===== config.mk =====
export PLATFORM = sky130hd
export DESIGN_NAME = lcd_char_writer_flat
export DESIGN_NICKNAME = d
export VERILOG_FILES = /design/src/rtl/lcd_char_writer_if.sv /design/src/rtl/lcd_char_writer.sv /design/src/flat_wrapper.sv
export SDC_FILE = /design/constraint.sdc
export NUM_CORES = 1
export LEC_CHECK = 0
export CAP_MARGIN = 30
export CORE_MARGIN = 3
export CORE_UTILIZATION = 57
export DETAILED_ROUTE_END_ITERATION = 16
export HOLD_SLACK_MARGIN = 0.02
export PLACE_DENSITY = 0.88
export SLEW_MARGIN = 5
export SYNTH_ARGS = -nofsm -noshare
export SYNTH_HDL_FRONTEND = slang
export SYNTH_SLANG_ARGS = --single-unit

===== constraint.sdc =====
create_clock -name clk -period 3.3 [get_ports clk]
set_input_delay 0.33 -clock clk [delete_from_list [all_inputs] [get_ports clk]]
set_output_delay 0.33 -clock clk [all_outputs]
set_load 0.02 [all_outputs]

===== src/rtl/lcd_char_writer_if.sv =====
// Valid/ready command stream between the LCD command FIFO read port and the
// character writer.
interface lcd_char_writer_if;
    logic       in_valid;
    logic       in_ready;
    logic [9:0] in_data;

    modport master (output in_valid, output in_data, input in_ready);
    modport slave  (input in_valid, input in_data, output in_ready);
endinterface


===== src/rtl/lcd_char_writer.sv =====
// Pops 10-bit command words and drives an HD44780 LCD in 4-bit mode:
// RS/D setup, E strobe, E-low hold per nibble, then the command's execution wait.
module lcd_char_writer #(
    parameter int T_AS        = 2,
    parameter int T_PW        = 13,
    parameter int T_H         = 27,
    parameter int T_EXEC      = 1000,
    parameter int T_EXEC_LONG = 41040,
    parameter int T_EXEC_INIT = 110700
) (
    input  logic                     clk,
    input  logic                     rst,
    lcd_char_writer_if.slave         in_if,
    output logic                     lcd_rs,
    output logic                     lcd_rw,
    output logic                     lcd_e,
    output logic [3:0]               lcd_d,
    output logic                     busy
);

    function automatic int max2(input int a, input int b);
        return (a > b) ? a : b;
    endfunction

    localparam int T_MAX = max2(max2(max2(T_AS, T_PW), max2(T_H, T_EXEC)),
                                max2(T_EXEC_LONG, T_EXEC_INIT));
    localparam int CNT_W = $clog2(T_MAX) + 1;

    typedef enum logic [2:0] {
        S_IDLE,
        S_SETUP,
        S_EN,
        S_HOLD,
        S_WAIT
    } state_t;

    state_t           state_q, state_d;
    logic [CNT_W-1:0] cnt_q, cnt_d;
    logic [9:0]       word_q, word_d;
    logic             phase_lo_q, phase_lo_d;
    logic             lcd_rs_q, lcd_rs_d;
    logic             lcd_e_q, lcd_e_d;
    logic [3:0]       lcd_d_q, lcd_d_d;
    logic             cnt_done;

    function automatic logic [CNT_W-1:0] cnt_load(input int cycles);
        return CNT_W'(cycles - 1);
    endfunction

    // Clear (0x01) and return-home (0x02/0x03) need the long execution time.
    function automatic logic [CNT_W-1:0] exec_load(input logic [9:0] word);
        if (word[9])
            return cnt_load(T_EXEC_INIT);
        else if (!word[8] && (word[7:2] == 6'd0) && (word[1:0] != 2'd0))
            return cnt_load(T_EXEC_LONG);
        else
            return cnt_load(T_EXEC);
    endfunction

    assign cnt_done = (cnt_q == '0);

    always_comb begin
        state_d    = state_q;
        cnt_d      = cnt_q;
        word_d     = word_q;
        phase_lo_d = phase_lo_q;
        lcd_rs_d   = lcd_rs_q;
        lcd_d_d    = lcd_d_q;

        case (state_q)
            S_IDLE: begin
                if (in_if.in_valid) begin
                    word_d     = in_if.in_data;
                    lcd_rs_d   = in_if.in_data[8];
                    lcd_d_d    = in_if.in_data[7:4];
                    phase_lo_d = 1'b0;
                    cnt_d      = cnt_load(T_AS);
                    state_d    = S_SETUP;
                end
            end
            S_SETUP: begin
                if (cnt_done) begin
                    cnt_d   = cnt_load(T_PW);
                    state_d = S_EN;
                end else begin
                    cnt_d = cnt_q - CNT_W'(1);
                end
            end
            S_EN: begin
                if (cnt_done) begin
                    cnt_d   = cnt_load(T_H);
                    state_d = S_HOLD;
                end else begin
                    cnt_d = cnt_q - CNT_W'(1);
                end
            end
            S_HOLD: begin
                if (cnt_done) begin
                    if (!phase_lo_q && !word_q[9]) begin
                        lcd_d_d    = word_q[3:0];
                        phase_lo_d = 1'b1;
                        cnt_d      = cnt_load(T_AS);
                        state_d    = S_SETUP;
                    end else begin
                        cnt_d   = exec_load(word_q);
                        state_d = S_WAIT;
                    end
                end else begin
                    cnt_d = cnt_q - CNT_W'(1);
                end
            end
            S_WAIT: begin
                if (cnt_done) begin
                    state_d = S_IDLE;
                end else begin
                    cnt_d = cnt_q - CNT_W'(1);
                end
            end
            default: begin
                state_d = S_IDLE;
                cnt_d   = '0;
            end
        endcase

        // E is a registered decode of the next state, so it cannot glitch.
        lcd_e_d = (state_d == S_EN);
    end

    always_ff @(posedge clk or negedge rst) begin
        if (!rst) begin
            state_q    <= S_IDLE;
            cnt_q      <= '0;
            word_q     <= '0;
            phase_lo_q <= 1'b0;
            lcd_rs_q   <= 1'b0;
            lcd_e_q    <= 1'b0;
            lcd_d_q    <= 4'd0;
        end else begin
            state_q    <= state_d;
            cnt_q      <= cnt_d;
            word_q     <= word_d;
            phase_lo_q <= phase_lo_d;
            lcd_rs_q   <= lcd_rs_d;
            lcd_e_q    <= lcd_e_d;
            lcd_d_q    <= lcd_d_d;
        end
    end

    assign in_if.in_ready = (state_q == S_IDLE);
    assign busy           = ~in_if.in_ready;
    assign lcd_rs         = lcd_rs_q;
    assign lcd_rw         = 1'b0;
    assign lcd_e          = lcd_e_q;
    assign lcd_d          = lcd_d_q;

endmodule


===== src/flat_wrapper.sv =====
// flat-port wrapper written by rule: the top's interface ports become plain ports
module lcd_char_writer_flat 
#(
    parameter int T_AS        = 2,
    parameter int T_PW        = 13,
    parameter int T_H         = 27,
    parameter int T_EXEC      = 1000,
    parameter int T_EXEC_LONG = 41040,
    parameter int T_EXEC_INIT = 110700
)
  (clk, rst, lcd_rs, lcd_rw, lcd_e, lcd_d, busy, in_if_in_valid, in_if_in_data, in_if_in_ready);
  lcd_char_writer_if in_if_i ();
  input  logic clk;
  input  logic rst;
  output logic lcd_rs;
  output logic lcd_rw;
  output logic lcd_e;
  output logic [3:0] lcd_d;
  output logic busy;
  input wire logic [$bits(in_if_i.in_valid)-1:0] in_if_in_valid;
  input wire logic [$bits(in_if_i.in_data)-1:0] in_if_in_data;
  output wire logic [$bits(in_if_i.in_ready)-1:0] in_if_in_ready;
  assign in_if_i.in_valid = in_if_in_valid;
  assign in_if_i.in_data = in_if_in_data;
  assign in_if_in_ready = in_if_i.in_ready;
  lcd_char_writer #(.T_AS(T_AS), .T_PW(T_PW), .T_H(T_H), .T_EXEC(T_EXEC), .T_EXEC_LONG(T_EXEC_LONG), .T_EXEC_INIT(T_EXEC_INIT)) u_core (.clk(clk), .rst(rst), .in_if(in_if_i), .lcd_rs(lcd_rs), .lcd_rw(lcd_rw), .lcd_e(lcd_e), .lcd_d(lcd_d), .busy(busy));
endmodule

# Yosys cells after proc, flatten, opt, wreduce, memory -nomap -nowiden

Cells that the tools add are included.
W data, S select, Z words.

$add $sub $neg: 1
Equality and inequality tests: 9
Mux-type cells: 24
Bitwise gates (word level): 1
Reduce and logical (&&, ||, !) cells: 14

Operator list:

| cell                    | count |
|---|---|
| $mux W18                | 7 |
| $pmux W18 S5            | 1 |
| $logic_not A18 Y1       | 1 |
| $mux W3                 | 6 |
| $sub A18 B1 Y18 const B | 1 |
| $mux W16                | 1 |
| $pmux W3 S5             | 1 |
| $mux W4                 | 3 |
| $eq A3 B2 Y1 const B    | 3 |
| $pmux W4 S2             | 1 |
| $logic_not A6 Y1        | 1 |
| $ne A2 B1 Y1 const B    | 2 |
| $ne A2 B2 Y1 const B    | 2 |
| $reduce_and A2 Y1       | 2 |
| $reduce_and A4 Y1       | 1 |
| $reduce_bool A2 Y1      | 2 |
| $eq A3 B1 Y1 const B    | 1 |
| $eq A3 B3 Y1 const B    | 1 |
| $logic_and A1 B1 Y1     | 3 |
| $logic_not A1 Y1        | 3 |
| $logic_not A3 Y1        | 1 |
| $mux W1                 | 3 |
| $pmux W1 S2             | 1 |
| $not A1 Y1              | 1 |

Bits in registers: 38
Output and inout bits: 9
Word-level logic and storage cells: 56

# Longest topological paths before layout

Depth in word-level cells: 8
Depth in mapped cells: 9
Depth with buffers taken out: 7

# Worst setup path before layout

No wires, ideal clock.

Path type: flip-flop to flip-flop
Start point: register u_core.cnt_q[0]
End point: register u_core.cnt_q[3]
Library setup time: 0.122 ns
Data arrival time: 2.311 ns
Data required time: 3.178 ns
Setup slack: 0.868 ns
Stages on the path, launching flop included: 9
Buffers on the path: 1
Period minus slack after synthesis: 2.432 ns
Cell sequence: dfrtp_1 > inv_1 > ha_1 > or3b_2 > or3_1 > buf_6 > o31a_1 > a211o_1 > a32o_1

Longest elaborated chain between the ends: 3

RTL lines:

| what                                                 | RTL line               | RTL |
|---|---|---|
| start, declared                                      | lcd_char_writer.sv:38  | `logic [CNT_W-1:0] cnt_q, cnt_d;` |
| start signal, assigned                               | lcd_char_writer.sv:140 | `cnt_q <= cnt_d;` |
| $sub A18 B1 Y18 or $logic_not A18 Y1 (tied branches) | -                      |  |
| $mux W18 (tied with other cells)                     | lcd_char_writer.sv:113 | `if (cnt_done) begin` |
| $pmux W18 S5 or $reduce_and A2 Y1 (tied branches)    | -                      |  |

Several ways; a longest one is shown, not always the timed one. The select of a mux whose other input is x is not followed.
A chain may end at the register's enable or synchronous reset.

# Final worst setup path

Start point: register u_core.cnt_q[0]
End point: register u_core.cnt_q[17]

The elaborated chain is that of the path after synthesis.

==> results.py <==
metrics = {
    "run_status": {
        "status": "finished clean",
    },
    "logic_synthesis": {
        "yosys.area.top_type_share_pct": 40.4,
        "synth_common_cells": "dfrtp_1, nand2_1, o21ai_0",
        "synth_area_um2": 2290,
        "synth_edf_count": 0,
        "synth.most_common_cell": "dfrtp_1",
        "synth.area.top_cells": "dfrtp_1, mux2_2, o21ai_0, nand2_1, o31ai_1",
        "synthFlopType": "dfrtp_1",
        "syn_avg_cell_area_um2": 9.28,
        "synth_top_area_cell": "dfrtp_1",
        "synthCells": 247,
        "synth_sequential_area_ratio_pct": 40.4,
        "ys_types": 61,
        "syn_nets": 261,
        "ys_warn_count": 0,
        "synth_seq_cells": 37,
        "ys_async_sr_fraction_pct": 100,
    },
    "worst_setup_path": {
        "rr_startpoint": "u_core.cnt_q[0]$_DFFE_PN0P_",
        "worst_ep_arrival_time_ps": 3090,
        "path_max_fanout": 18,
        "critPathKind": "reg -> reg",
        "cp-end-kind": "flop",
        "reg2reg_to": "u_core.cnt_q[17]$_DFFE_PN0P_",
        "worstPathRequired_ps": 3540,
        "reg2reg_depth": 7,
        "r2r_slack_ps": 450,
        "start_kind": "flop",
    },
    "floorplan": {
        "fp.dieW_um": 69.4,
        "die_area_um2": 4820,
        "ios": 22,
        "rows": 22,
        "initial_core_util_pct": 60.7,
        "die_h_um": 69.4,
        "core_um2": 3770,
    },
    "placement": {
        "place_congestion": 0.961,
        "dpl_cell_area_um2": 2500,
        "preCtsSetupSlack_ps": 466,
        "dp.cells": 305,
        "dpl.hpwl_um": 3940,
        "portBuffers": 20,
    },
    "global_routing": {
        "grt_use_total_pct": 25.1,
        "grt-ovfl-total": 0,
        "antenna_found_initial": 0,
        "grt_max_degree": 38,
        "grt_pass1_wl_um": 9620,
        "first_global_vias": 2064,
    },
    "detailed_routing": {
        "wirelength_um": 5440,
        "firstDrtPassIters": 5,
        "dr_total_vias": 2099,
        "drc": 0,
        "wire_per_inst_um": 17.4,
        "ant_nets": 0,
        "via_per_inst": 6.71,
        "drtIter0Drc": 226,
    },
    "job": {
        "drv_cap": 0,
    },
    "final_layout": {
        "final_net_count": 278,
        "area_growth_syn_to_layout_pct": 12.8,
        "stdcell_count": 313,
        "final_area_um2": 2580,
        "drive_gt1_share_pct": 10.6,
        "n_fill_cell": 296,
        "n_antenna_cell": 0,
    },
    "cts": {
        "clkTransAtPathRegs_ps": 70,
        "cts_root_buffer": "clkbuf_8",
        "clk_latency_ps": 300,
        "cts_setup_buffers": 0,
        "h-tree-depth": 2,
        "clockBufferDepth": 2,
        "cts_hold_buf": 0,
        "cts_sinks": 37,
        "numCtsBuffers": 5,
        "ctsResizeCount": 0,
        "cts_tree": "built",
    },
    "sta": {
        "maxSlewViolCount": 0,
        "period_share_pct": 86.4,
        "fin_skew_ps": 2.28,
        "slew_headroom_pct": 45.1,
        "setup_viol": 0,
        "rsz0062_at_grt": "false",
        "setup_tns_ps": 0,
        "worst_pin_slew_ps": 824,
        "postLayoutSetupSlackWorst_ps": 447,
        "fmax_ghz": 0.351,
        "min_period_ps": 2850,
        "finalHoldViolCount": 0,
        "hold_slack_ps": 126,
    },
    "power": {
        "irDropWorstVdd_uv": 246,
        "pwr_density_cell_nw_per_um2": 306,
        "p_leak_nw": 1.06,
    },
    "hold_path": {
        "hold_class": "in -> async",
    },
}
[cell usage in the layout (no fill, tap or decap), drive strengths merged, types with 8 or more instances in the layout]
| cell | count |
|---|---|
| o21ai | 19 |
| dfrtp | 37 |
| nand2 | 21 |
| or3 | 8 |
| inv | 9 |
| a21oi | 12 |
| nor2 | 16 |
| or4 | 9 |
| clkdlybuf4s50 | 19 |
| nor3 | 8 |
| o31ai | 11 |
| mux2 | 10 |
[state kept, by name (all words and copies together), names as in the netlist]
signal and count:
u_core.phase_lo_q 1, u_core.lcd_e 1, u_core.lcd_d 4, u_core.word_q 10
u_core.state_q 3, u_core.cnt_q 18
[critical path, cell delays in order, from the launching register on]
cell and delay (ps):
dfrtp_1 440, inv_1 80, ha_1 190, or3b_2 520, or3_1 530, o31ai_4 660
o21bai_1 210, a22o_1 160
[power breakdown]
group	total (mW)	switching [mW]	internal (mW)
clock	0.312	0.166	0.145
combinational	0.0267	0.0134	0.0133
sequential	0.453	0	0.453
total	0.792	0.180	0.612
[cell families (layout without fill, tap and decap cells)]
family	Yosys count	after routing	synth area share [%]
AO/OA/AOI/OAI	82	82	25.8
adder cells (fa/ha/maj)	2	2	0.983
AND/OR/NAND/NOR	87	87	20.5
other	1	1	0.164
flip-flops	37	37	40.4
multiplexers	15	15	7.10
XOR/XNOR	2	2	0.765
buffers and inverters	21	39	4.26
[stage by stage]
stage / power, mW / utilization, %
after floorplan: 0.467 / -
after global placement: 0.489 / 66.2
after detailed placement: 0.489 / 66.2
after CTS: 0.799 / 68.5
after global routing: 0.820 / 68.5
final: 0.792 / 68.5
[final cells by class]
| class | instances | area, µm² | share of cell area, % |
|---|---|---|---|
| Sequential cell | 37 | 926 | 35.8 |
| Timing Repair Buffer | 22 | 210 | 8.14 |
| Inverter | 9 | 33.8 | 1.31 |
| Clock inverter | 3 | 17.5 | 0.678 |
| Clock buffer | 5 | 68.8 | 2.66 |
| Tap cell | 48 | 60.1 | 2.32 |
| Multi-Input combinational cell | 189 | 1270 | 49.1 |
[routing by layer]
metal / GRT usage, % / wire length [µm]
met2: 36.9 / 2510
met4: 14.5 / 190
met3: 8.12 / 434
met1: 32.3 / 2310
met5: 0 / 0
[worst max-delay path by stage]
stage          cells past startpoint                           end                   startpoint
3_3_place_gp                       7   u_core.cnt_q[2]$_DFFE_PN0P_  u_core.cnt_q[0]$_DFFE_PN0P_
3_5_place_dp                       7  u_core.cnt_q[17]$_DFFE_PN0P_  u_core.cnt_q[0]$_DFFE_PN0P_
4_1_cts                            7  u_core.cnt_q[17]$_DFFE_PN0P_  u_core.cnt_q[0]$_DFFE_PN0P_
5_1_grt                            7   u_core.cnt_q[7]$_DFFE_PN0P_  u_core.cnt_q[0]$_DFFE_PN0P_
2_1_floorplan                      8   u_core.cnt_q[3]$_DFFE_PN0P_  u_core.cnt_q[0]$_DFFE_PN0P_
6_report                           7  u_core.cnt_q[17]$_DFFE_PN0P_  u_core.cnt_q[0]$_DFFE_PN0P_
Power figures use the tool's default switching activity.
